[config.mk]
export PLATFORM = sky130hd
export DESIGN_NAME = gym_spin_controller
export DESIGN_NICKNAME = d
export VERILOG_FILES = /design/src/rtl/gym_spin_controller.sv
export SDC_FILE = /design/constraint.sdc
export NUM_CORES = 1
export LEC_CHECK = 0
export ABC_AREA = 1
export BUFFER_PORTS_ARGS = -buffer_cell sky130_fd_sc_hd__buf_2
export CAP_MARGIN = 20
export CORE_ASPECT_RATIO = 0.7
export CORE_MARGIN = 4
export CORE_UTILIZATION = 60
export DETAILED_ROUTE_END_ITERATION = 8
export MAX_ROUTING_LAYER = met4
export PLACE_DENSITY = 0.85
export SLEW_MARGIN = 20
export SYNTH_ARGS = -nofsm -noshare
export SYNTH_HDL_FRONTEND = slang
export SYNTH_SLANG_ARGS = --single-unit
[constraint.sdc]
create_clock -name Clk -period 5.3 [get_ports Clk]
set_input_delay 1.06 -clock Clk [delete_from_list [all_inputs] [get_ports Clk]]
set_output_delay 1.06 -clock Clk [all_outputs]
set_load 0.05 [all_outputs]
[src/rtl/gym_spin_controller.sv]
// Spinner-tile movement sequencer: takes over the character on a spin tile, slides it to the
// gym-logic stop position one step per frame, settles, then releases. Optional macro GYM_SPIN_ROTATE_EN.
module gym_spin_controller #(
    parameter int STEP_PX       = 2,
    parameter int SETTLE_FRAMES = 4,
    parameter int ROT_FRAMES    = 3
) (
    input  logic       Clk,
    input  logic       Reset,
    input  logic       frame_tick,
    input  logic [9:0] char_x,
    input  logic [9:0] char_y,
    input  logic       player_moving,
    input  logic       atTile,
    input  logic [1:0] spin_direction,
    input  logic [9:0] xleft_next_out,
    input  logic [9:0] ytop_next_out,
    output logic       spin_active,
    output logic [9:0] spin_x,
    output logic [9:0] spin_y,
    output logic [1:0] facing,
    output logic       input_lock,
    output logic       done,
    output logic [2:0] dbg_state
);

    localparam logic [2:0] S_IDLE   = 3'd0;
    localparam logic [2:0] S_LATCH  = 3'd1;
    localparam logic [2:0] S_SLIDE  = 3'd2;
    localparam logic [2:0] S_SETTLE = 3'd3;
    localparam logic [2:0] S_DONE   = 3'd4;

    localparam logic [1:0] DIR_DOWN  = 2'd0;
    localparam logic [1:0] DIR_UP    = 2'd1;
    localparam logic [1:0] DIR_LEFT  = 2'd2;
    localparam logic [1:0] DIR_RIGHT = 2'd3;

    localparam logic [9:0] STEP       = 10'(STEP_PX);
    localparam logic [7:0] SETTLE_END = 8'(SETTLE_FRAMES - 1);

    logic [2:0] r_state;
    logic       r_armed;
    logic       r_active;
    logic [1:0] r_dir;
    logic [1:0] r_facing;
    logic [9:0] r_pos_x;
    logic [9:0] r_pos_y;
    logic [9:0] r_tgt_x;
    logic [9:0] r_tgt_y;
    logic [7:0] r_settle_cnt;

    logic       w_vert;
    logic [9:0] w_tgt_x;
    logic [9:0] w_tgt_y;
    logic       w_tgt_ok;
    logic [9:0] w_dist;
    logic       w_snap;
    logic [9:0] w_step_x;
    logic [9:0] w_step_y;
    logic       w_trigger;

    // Up/down slides keep x; left/right slides keep y.
    assign w_vert  = ~spin_direction[1];
    assign w_tgt_x = w_vert ? char_x : xleft_next_out;
    assign w_tgt_y = w_vert ? ytop_next_out : char_y;

    always_comb begin
        w_tgt_ok = 1'b0;
        case (spin_direction)
            DIR_DOWN:  w_tgt_ok = (w_tgt_y > char_y);
            DIR_UP:    w_tgt_ok = (w_tgt_y < char_y);
            DIR_LEFT:  w_tgt_ok = (w_tgt_x < char_x);
            DIR_RIGHT: w_tgt_ok = (w_tgt_x > char_x);
            default:   w_tgt_ok = 1'b0;
        endcase
    end

    // Remaining distance is never negative: the slide snaps before crossing the target.
    always_comb begin
        w_dist   = 10'd0;
        w_step_x = r_pos_x;
        w_step_y = r_pos_y;
        case (r_dir)
            DIR_DOWN: begin
                w_dist   = r_tgt_y - r_pos_y;
                w_step_y = r_pos_y + STEP;
            end
            DIR_UP: begin
                w_dist   = r_pos_y - r_tgt_y;
                w_step_y = r_pos_y - STEP;
            end
            DIR_LEFT: begin
                w_dist   = r_pos_x - r_tgt_x;
                w_step_x = r_pos_x - STEP;
            end
            default: begin
                w_dist   = r_tgt_x - r_pos_x;
                w_step_x = r_pos_x + STEP;
            end
        endcase
    end

    assign w_snap    = (w_dist <= STEP);
    assign w_trigger = atTile && !player_moving && r_armed;

`ifdef GYM_SPIN_ROTATE_EN
    localparam logic [7:0] ROT_END = 8'(ROT_FRAMES - 1);

    logic [7:0] r_rot_cnt;
    logic [1:0] w_face_next;

    // Rotation order is down -> left -> up -> right -> down.
    always_comb begin
        w_face_next = DIR_DOWN;
        case (r_facing)
            DIR_DOWN:  w_face_next = DIR_LEFT;
            DIR_LEFT:  w_face_next = DIR_UP;
            DIR_UP:    w_face_next = DIR_RIGHT;
            default:   w_face_next = DIR_DOWN;
        endcase
    end

    always_ff @(posedge Clk or posedge Reset) begin
        if (Reset) begin
            r_rot_cnt <= 8'd0;
        end else if (r_state == S_LATCH) begin
            r_rot_cnt <= 8'd0;
        end else if (r_state == S_SLIDE && frame_tick && !w_snap) begin
            r_rot_cnt <= (r_rot_cnt == ROT_END) ? 8'd0 : r_rot_cnt + 8'd1;
        end
    end
`else
    logic [31:0] w_unused_rot;
    assign w_unused_rot = 32'(ROT_FRAMES);
`endif

    always_ff @(posedge Clk or posedge Reset) begin
        if (Reset) begin
            r_state      <= S_IDLE;
            r_armed      <= 1'b1;
            r_active     <= 1'b0;
            r_dir        <= DIR_DOWN;
            r_facing     <= DIR_DOWN;
            r_pos_x      <= 10'd0;
            r_pos_y      <= 10'd0;
            r_tgt_x      <= 10'd0;
            r_tgt_y      <= 10'd0;
            r_settle_cnt <= 8'd0;
        end else begin
            case (r_state)
                S_IDLE: begin
                    if (!atTile) begin
                        r_armed <= 1'b1;
                    end
                    if (w_trigger) begin
                        r_state <= S_LATCH;
                    end
                end
                S_LATCH: begin
                    r_dir        <= spin_direction;
                    r_facing     <= spin_direction;
                    r_active     <= 1'b1;
                    r_pos_x      <= char_x;
                    r_pos_y      <= char_y;
                    r_settle_cnt <= 8'd0;
                    if (w_tgt_ok) begin
                        r_tgt_x <= w_tgt_x;
                        r_tgt_y <= w_tgt_y;
                        r_state <= S_SLIDE;
                    end else begin
                        r_tgt_x <= char_x;
                        r_tgt_y <= char_y;
                        r_state <= S_SETTLE;
                    end
                end
                S_SLIDE: begin
                    if (frame_tick) begin
                        if (w_snap) begin
                            r_pos_x  <= r_tgt_x;
                            r_pos_y  <= r_tgt_y;
                            r_facing <= r_dir;
                            r_state  <= S_SETTLE;
                        end else begin
                            r_pos_x <= w_step_x;
                            r_pos_y <= w_step_y;
`ifdef GYM_SPIN_ROTATE_EN
                            if (r_rot_cnt == ROT_END) begin
                                r_facing <= w_face_next;
                            end
`endif
                        end
                    end
                end
                S_SETTLE: begin
                    if (frame_tick) begin
                        if (r_settle_cnt == SETTLE_END) begin
                            r_state <= S_DONE;
                        end else begin
                            r_settle_cnt <= r_settle_cnt + 8'd1;
                        end
                    end
                end
                S_DONE: begin
                    r_armed  <= 1'b0;
                    r_active <= 1'b0;
                    r_state  <= S_IDLE;
                end
                default: begin
                    r_state <= S_IDLE;
                end
            endcase
        end
    end

    assign spin_active = r_active;
    assign input_lock  = r_active;
    assign spin_x      = r_pos_x;
    assign spin_y      = r_pos_y;
    assign facing      = r_facing;
    assign done        = (r_state == S_DONE);
    assign dbg_state   = r_state;

endmodule

==> impl_results.md, run 1 <==
* Antenna viol nets, final at 0
* DR vias/cell at about 5.6
* Final WL at ~19000 µm
* Crit-path max FO at 30
* Critical path class: in -> reg
* Drc violations at 0
* Crit share post-route at roughly 80%
* Dpl cell area at around 7100 µm²
* Later-pin clock latency in the skew report at 0.33 ns
* DR top layer: met4
* Worst Hold Class: reg -> reg
* Clock Tree Root: clkbuf_16
* Post-synth top flop: dfrtp_1
* # resized after CTS at 0
* Post-synth EDFFs at 0
* Crit. End Element: flop
* # rows at 31
* Asr flop ratio synth at between 90% and 100%
* Antenna fix cells at 0
* Setup_tns at 0 ns
* I/O pins at 75
* Metal-1 WL at 9120 µm
* Area Overhead vs Synth at 10.3%
* CP Data Arrival Time at around 4.5 ns
* Mapped cell area at about 6700 µm²
* Post-CTS Setup Bufs at 0
* Reg-to-reg slack, setup at 2.06 ns
* Die Span Y at just under 100 µm
* Simple-gate share of the synthesized area at between 30% and 40%
* Critical Path RT at 5.50 ns
* Post-synthesis compound-gate area fraction at between 10 and 15%
* Post-synthesis xor/xnor area fraction at ~3.4%
* CTS Hold Bufs at 0
* First-pass GRT wire length at 31200 µm
* Initial antenna violation count at 0
* Max Cap Viol at 0
* Synth warn at 0
* Clock Tree Buf Depth at 2
* Count of final hold-check violations at 0
* DIE WIDTH at around 130 µm
* WL met2 at 7500 µm
* Core area at ~11000 µm²
* CTS tree: built
* Drt first pass iters at 6
* Largest net degree at the start of global routing at between 50 and 60
* Syn_nets at ~1200
* Initial drt markers at 795
* RSZ-0062 raised after global routing: no
* DR WL/cell at approximately 15 µm
* Post-Synth Adder-Cell Area at between 10% and 20%
* Max Clock Freq at around 0.24 GHz
* Worst Skew at roughly 0.0055 ns
* Grt total ovfl at 0
* Setup violators final at 0
* Total Nets Final at approximately 1200
* Post-Syn Instances at about 1000
* Met3 WL at 2060 µm
* Fin crit period at 4.25 ns
* H-tree levels at 3
* Fill count at approximately 910
* Register area share after synthesis at a little over a fifth
* Via total after detailed routing at 6973
* Layout cells sized above 1 at roughly an eighth
* Status: completed
* Main combinational cell family by area after synthesis: simple AND/OR/NAND/NOR gates
* Port Buffers at 74
* Vias in the first global route at 6366
* Netlist cell types at 46
* Tot GR Track Use at 31.0%
* Clock sinks at 57
* Initial Util at 62.8%
* Dpl hpwl at approximately 15000 µm
* Average cell area after synthesis at roughly 6.4 µm²
* Seq cells post-synth at 57
* CP startpoint kind: input port
* Worst-Margin Slew at about 0.74 ns
* Max-slew violation count at 0
* Mux contribution to synthesized area at 0%
* Clock buffer count from CTS at 9
* Slew headroom at about half
* Clk slew on worst S/H paths at 0.05 ns
* Die ar. at between 10000 and 15000 µm²
* GPL Wtd Cong at about 0.97
* Design Area, Final at about 7300 µm²
==> worst max-delay path, stage by stage <==
cell     delay (ns)
buf_2          0.33
inv_1          0.38
o21ai_0        0.25
inv_1          0.09
ha_1           0.32
nand2_1        0.09
nor4_1         0.43
o21ai_0        0.22
nand3_1        0.16
nand2_1        0.07
nand2_1        0.07
o21ai_1        0.06
nand2_1        0.24
buf_4          0.33
a21oi_1        0.10
o21ai_0        0.12
o21ai_0        0.12
==> synth_stat cells, types with 6 or more instances <==
master / number / area share (%)
a21oi_1: 75 / 5.6
buf_4: 8 / 0.90
clkbuf_1: 13 / 0.73
dfrtp_1: 56 / 21
fa_1: 6 / 1.8
ha_1: 71 / 13
inv_1: 168 / 9.5
inv_2: 9 / 0.51
nand2_1: 294 / 17
nand2_4: 6 / 1.0
nand3_1: 97 / 7.3
nand3_2: 6 / 0.90
nand4_1: 7 / 0.66
nor2_1: 63 / 3.6
o21ai_0: 81 / 6.1
xnor2_1: 10 / 1.3
xor2_1: 16 / 2.1
==> cell usage in the layout (no fill, tap or decap), types with 7 or more instances in the layout <==
cell       netlist  final
nand2_1        294    294
inv_1          168    167
nand3_1         97     97
o21ai_0         81     81
a21oi_1         75     75
buf_2            5     74
ha_1            71     71
nor2_1          63     63
dfrtp_1         56     56
xor2_1          16     16
inv_2            9     10
xnor2_1         10     10
clkbuf_16        0      9
nand4_1          7      7
==> metrics by stage <==
step	setup WS, ns	hold WS, ns	cells	utilization [%]
6_report	1.05	0.471	1254	69.3
5_1_grt	0.574	0.493	1254	69.3
4_1_cts	1.17	0.471	1254	69.3
3_5_place_dp	1.11	0.462	1238	66.6
3_3_place_gp	1.26	0.453	1238	66.6
2_1_floorplan	1.92	0.434	1043	-
==> cells by family after synthesis <==
kind of cell / after synthesis
simple gates: 496
xor+xnor: 26
fa+ha+maj: 77
flops: 57
buf+inv: 208
compound gates: 179
==> cell type report <==
type                    instances  area (µm²)  share of cell area (%)
well taps                     148         185                    2.52
clock buffers                  11         253                    3.45
repair buffers                 78         400                    5.46
multi-input cells             778        4380                    59.6
inverters                     177         664                    9.06
clock inverters                 5        30.0                   0.409
flip-flops and latches         57        1430                    19.5
==> metal layers <==
metal  GRT usage (%)  vias to the layer above
li1                -                     3446
met1            46.3                     3133
met2            43.3                      367
met3            6.37                       27
met4            6.42                        0
met5               -                        -
==> final timing paths <==
path | endpoint | cells past startpoint | from
hold reg to reg | r_settle_cnt[7] | 1 | r_settle_cnt[7]
setup / recovery | r_tgt_x[2] | 17 | spin_direction[1]
hold / removal | r_settle_cnt[7] | 1 | r_settle_cnt[7]
max in group asynchronous | dbg_state[0] | 3 | Reset
setup reg to reg | spin_y[9] | 21 | spin_y[1]
min in group asynchronous | facing[0] | 3 | Reset
==> sequential cells by signal, summed over array words and instances, names as in the netlist <==
| name | count |
|---|---|
| input_lock | 1 |
| dbg_state | 3 |
| r_armed | 1 |
| r_settle_cnt | 8 |
| spin_x | 10 |
| r_tgt_x | 10 |
| facing | 2 |
| spin_y | 10 |
| r_dir | 2 |
| r_tgt_y | 10 |
Power of run 1 is not shown: default switching activity piles up to over one toggle a cycle in this logic, so the estimate is an artifact.
==> run 2, diff against run 1 <==
Settings changed: CORE_UTILIZATION 60 to 55, PLACE_DENSITY 0.85 to 0.83.
Clock period 5.3 ns to 3.7 ns, I/O delays scaled along.
==> run 2 against run 1 <==
Net effect: non-clock buffer count increased by 3; cell count rose by 0.96%; cell area rose by 1.1%; wire length is 0.76% higher; first-iteration DRC count decreased by 1.0%; critical path depth rose by 4; clock-buffer cell count increased by 4; sequential share of layout area is 0.21 points lower; worst hold slack better by 0.0027 ns; sequential cell count did not move; core utilization down 6.3 points.
==> impl_results.md, run 2 (synthesis gave the netlist of run 1 again) <==
* H-tree levels at 3
* Core area at about 12000 µm²
* Area Overhead vs Synth at 11.5%
* Clock Tree Root: clkbuf_16
* Clock sinks at 57
* Worst Skew at just over 0.005 ns
* Crit-path max FO at 24
* Fill count at 1077
* Post-CTS Setup Bufs at 0
* Antenna viol nets, final at 0
* Final WL at between 15000 and 20000 µm
* Critical-path cell list: inv_1, fa_1, inv_1, nand2_1, nand2_1, nand3_1, nand2_1, nand2_1, nand2_1, nand2_1, nand2_1, nand2_1, inv_1, nand3_2, nand2_4, nand2_8, nand2_4, nand2_4, inv_2, nand2_1, o21ai_0
* Max Clock Freq at 0.309 GHz
* Drt first pass iters at 5
* Die Span Y at roughly 100 µm
* Worst path top cell family by delay: simple AND/OR/NAND/NOR gates
* CTS Hold Bufs at 0
* Clock buffer count from CTS at 9
* Initial drt markers at a little under 800
* Later-pin clock latency in the skew report at ~0.33 ns
* Status: completed
* Critical path class: reg -> reg
* Crit-path most repeated cell: nand2_1
* Via total after detailed routing at 6969
* Commonest non-fill, non-tap cell in the layout: nand2_1
* Antenna fix cells at 0
* Area of the multi-input gates at between 4000 and 5000 µm²
* Critical Path RT at between 3 and 4 ns
* Die ar. at between 10000 and 15000 µm²
* GPL Wtd Cong at around 1.0
* Final Worst Setup Slack at 0.461 ns
* RSZ-0062 raised after global routing: no
* Commonest non-fill, non-tap cells in the layout: nand2_1 (294), inv_1 (167), nand3_1 (97)
* Crit share post-route at 87.5%
* Max Cap Viol at 0
* DIE WIDTH at approximately 140 µm
* CP startpoint kind: flop
* Fin crit period at between 3 and 4 ns
* Worst-Margin Slew at between 0.8 and 0.9 ns
* First-pass GRT wire length at 31500 µm
* Design Area, Final at approximately 7400 µm²
* Setup_tns at 0 ns
* Clock Tree Buf Depth at 2
* Pre-CTS setup slack at roughly 0.31 ns
* CP Data Arrival Time at about 3.5 ns
* Worst Hold Class: reg -> reg
* # rows at 33
* Crit. End Element: flop
* CTS tree: built
* Clk slew on worst S/H paths at ~0.05 ns
* Buf/Inv on CP at 4
* DR WL/cell at 15.1 µm
* # resized after CTS at 0
* CP max stage cell: dfrtp_1
* Initial Util at 56.5%
* DR vias/cell at approximately 5.5
* Setup violators final at 0
* Largest net degree at the start of global routing at 48
* Tot GR Track Use at between 20% and 30%
* Initial antenna violation count at 0
* Grt total ovfl at 0
* CP max stage delay at about 0.49 ns
* Hold slack at roughly 0.47 ns
* Slew headroom at roughly 45%
* Dpl hpwl at between 10000 and 15000 µm
* I/O pins at 75
* FF/Latch Area at roughly 1400 µm²
* Layout cells sized above 1 at between 10% and 20%
* Max-slew violation count at 0
* Total Nets Final at 1228
* Count of final hold-check violations at 0
* Dpl cell area at 7090 µm²
* Vias in the first global route at between 6000 and 7000
* Port Buffers at 74
* Drc violations at 0
==> run 2: cell types whose count changed in the layout (fill, tap and decap cells not counted), sizes merged <==
cell	delta
clkinv	-2
buf	+3
inv	-1
clkbuf	+4
clkinvlp	-2
bufinv	+1
==> run 2: layout make-up <==
cell class	instances	share of cell area, %
clock buffer	15	4.02
clock inverter	1	0.405
inverter	177	8.98
multi-input combinational	778	59.0
sequential	57	19.3
tap	157	2.65
timing repair buffer	81	5.70
==> run 2: routing by layer <==
metal,track usage (%),routed length [µm],share of wire (%)
met1,44.2,9360,49
met2,38.5,7470,39
met3,4.62,2050,11
met4,4.89,189,0.99
met5,-,0,0
==> run 2: final timing paths <==
check	startpoint	slack [ns]	cells past startpoint	end
worst max-delay path	spin_y[1]	0.46	21	spin_x[0]
worst min-delay path	r_settle_cnt[7]	0.47	1	r_settle_cnt[7]
worst max register to register	spin_y[1]	0.46	21	spin_x[0]
worst min register to register	r_settle_cnt[7]	0.47	1	r_settle_cnt[7]
max in group asynchronous	Reset	2.48	3	r_tgt_y[4]
min in group asynchronous	Reset	0.55	2	facing[0]
==> run 2: through the flow <==
stage | util [%] | instances
2_1_floorplan | - | 1043
3_3_place_gp | 60.2 | 1250
3_5_place_dp | 60.2 | 1250
4_1_cts | 63.0 | 1266
5_1_grt | 63.0 | 1266
6_report | 63.0 | 1266
Power of run 2 is left out for the same reason.
==> run 3, diff against run 2 <==
Settings changed: CORE_UTILIZATION 55 to 40, PLACE_DENSITY 0.83 to 0.64.
==> run 3 against run 2 <==
Net effect: clock-buffer cell count down 2; critical endpoint is now spin_y[8]; global-route usage shrank 6.8 points; via count shrank 3.6%; critical path type unchanged; sequential share of layout area shrank 0.071 points; worst hold slack got worse by 0.013 ns; worst setup slack better by 0.063 ns.
==> impl_results.md, run 3 (synthesis gave the netlist of run 1 again) <==
* H-tree levels at 3
* Initial antenna violation count at 0
* CTS tree: built
* Setup_tns at 0 ns
* Max Clock Freq at 0.315 GHz
* Antenna viol nets, final at 0
* Worst Hold Class: reg -> reg
* Fin crit period at ~3.2 ns
* Core area at 16300 µm²
* Commonest non-fill, non-tap cells in the layout: nand2_1 (294), inv_1 (167), nand3_1 (97)
* Setup violators final at 0
* Via total after detailed routing at about 6700
* Final core occ at approximately 46%
* Drc violations at 0
* Vias in the first global route at between 6000 and 7000
* Grt total ovfl at 0
* Dpl cell area at just over 7000 µm²
* Clock Tree Buf Depth at 2
* RSZ-0062 raised after global routing: no
* Final WL at roughly 19000 µm
* First-pass GRT wire length at between 30000 and 40000 µm
* CTS Hold Bufs at 0
* Dpl hpwl at 15200 µm
* Clk slew on worst S/H paths at about 0.050 ns
* Non-Filler Instances at about 1300
* CP Data Arrival Time at around 3.4 ns
* Clock Tree Root: clkbuf_16
* Max-slew violation count at 0
* CP startpoint kind: flop
* Slew headroom at about 41%
* # resized after CTS at 0
* Clock sinks at 57
* Tot GR Track Use at 21.5%
* Clock buffer count from CTS at 9
* Largest net degree at the start of global routing at between 40 and 50
* Die ar. at around 19000 µm²
* Initial drt markers at roughly 600
* Port Buffers at 74
* DIE WIDTH at ~160 µm
* Worst-Margin Slew at between 0.8 and 0.9 ns
* Total Nets Final at 1228
* Initial Util at approximately two fifths
* Status: completed
* Design Area, Final at 7440 µm²
* Post-CTS Setup Bufs at 0
* Crit share post-route at between 80 and 90%
* Count of final hold-check violations at 0
* Critical Path RT at 3.96 ns
* Worst Skew at ~0.0038 ns
* Drt first pass iters at 6
* Crit. End Element: flop
* Placed cells at 1318
* # rows at 39
* Max Cap Viol at 0
* DR vias/cell at around 5.0
* GPL Wtd Cong at roughly 0.9
* Critical path class: reg -> reg
* I/O pins at 75
* Commonest non-fill, non-tap cell in the layout: nand2_1
* Area Overhead vs Synth at 11.9%
* DR WL/cell at roughly 15 µm
* Layout cells sized above 1 at between 10% and 20%
* Later-pin clock latency in the skew report at about 0.33 ns
* Antenna fix cells at 0
* Crit-path max FO at 24
* Die Span Y at approximately 120 µm
==> run 3: cell count changes in the layout (fill, tap and decap cells not counted), sizes merged <==
cell / before / now
bufinv: 1 / 0
clkbuf: 15 / 13
==> run 3: path summary, 6_finish.rpt <==
kind | startpoint | end | slack [ns] | cells after the start
max in group asynchronous | Reset | spin_x[6] | 2.45 | 3
min in group asynchronous | Reset | r_settle_cnt[3] | 0.57 | 2
hold reg to reg | r_settle_cnt[7] | r_settle_cnt[7] | 0.46 | 1
setup reg to reg | spin_y[1] | spin_y[8] | 0.52 | 21
hold / removal | r_settle_cnt[7] | r_settle_cnt[7] | 0.46 | 1
setup / recovery | spin_y[1] | spin_y[8] | 0.52 | 21
==> run 3: metal layers <==
metal / GRT usage (%) / routed length (µm) / vias up
met1: 34.0 / 10300 / 3022
met3: 3.06 / 1510 / 16
li1: - / - / 3451
met2: 28.6 / 7420 / 232
met5: - / 0 / -
met4: 4.06 / 143 / 0
==> run 3: final cells by class <==
type / count / area (µm²)
Fill cell: 1727 / 8850
Multi-Input combinational cell: 778 / 4380
Clock buffer: 13 / 270
Timing Repair Buffer: 81 / 423
Sequential cell: 57 / 1430
Inverter: 177 / 666
Tap cell: 225 / 282
==> run 3: stage by stage <==
step	setup slack (ns)	hold WS, ns
2_1_floorplan	0.642	0.434
3_3_place_gp	0.386	0.456
3_5_place_dp	0.284	0.456
4_1_cts	0.500	0.462
5_1_grt	0.159	0.484
6_report	0.525	0.460
==> run 3: critical path, cell delays in order (launching register included) <==
cell and delay (ns):
dfrtp_1 0.49, inv_1 0.20, fa_1 0.48, inv_1 0.07, nand2_1 0.04, nand2_1 0.16
nand3_1 0.12, nand2_1 0.07, nand2_1 0.04, nand2_1 0.06, nand2_1 0.06, nand2_1 0.05
nand2_1 0.05, inv_1 0.06, nand3_2 0.09, nand2_4 0.28, nand2_8 0.19, nand2_4 0.21
nand2_1 0.14, nor2_1 0.12, nand2_1 0.06, nand2_1 0.06
Power of run 3 is left out for the same reason.
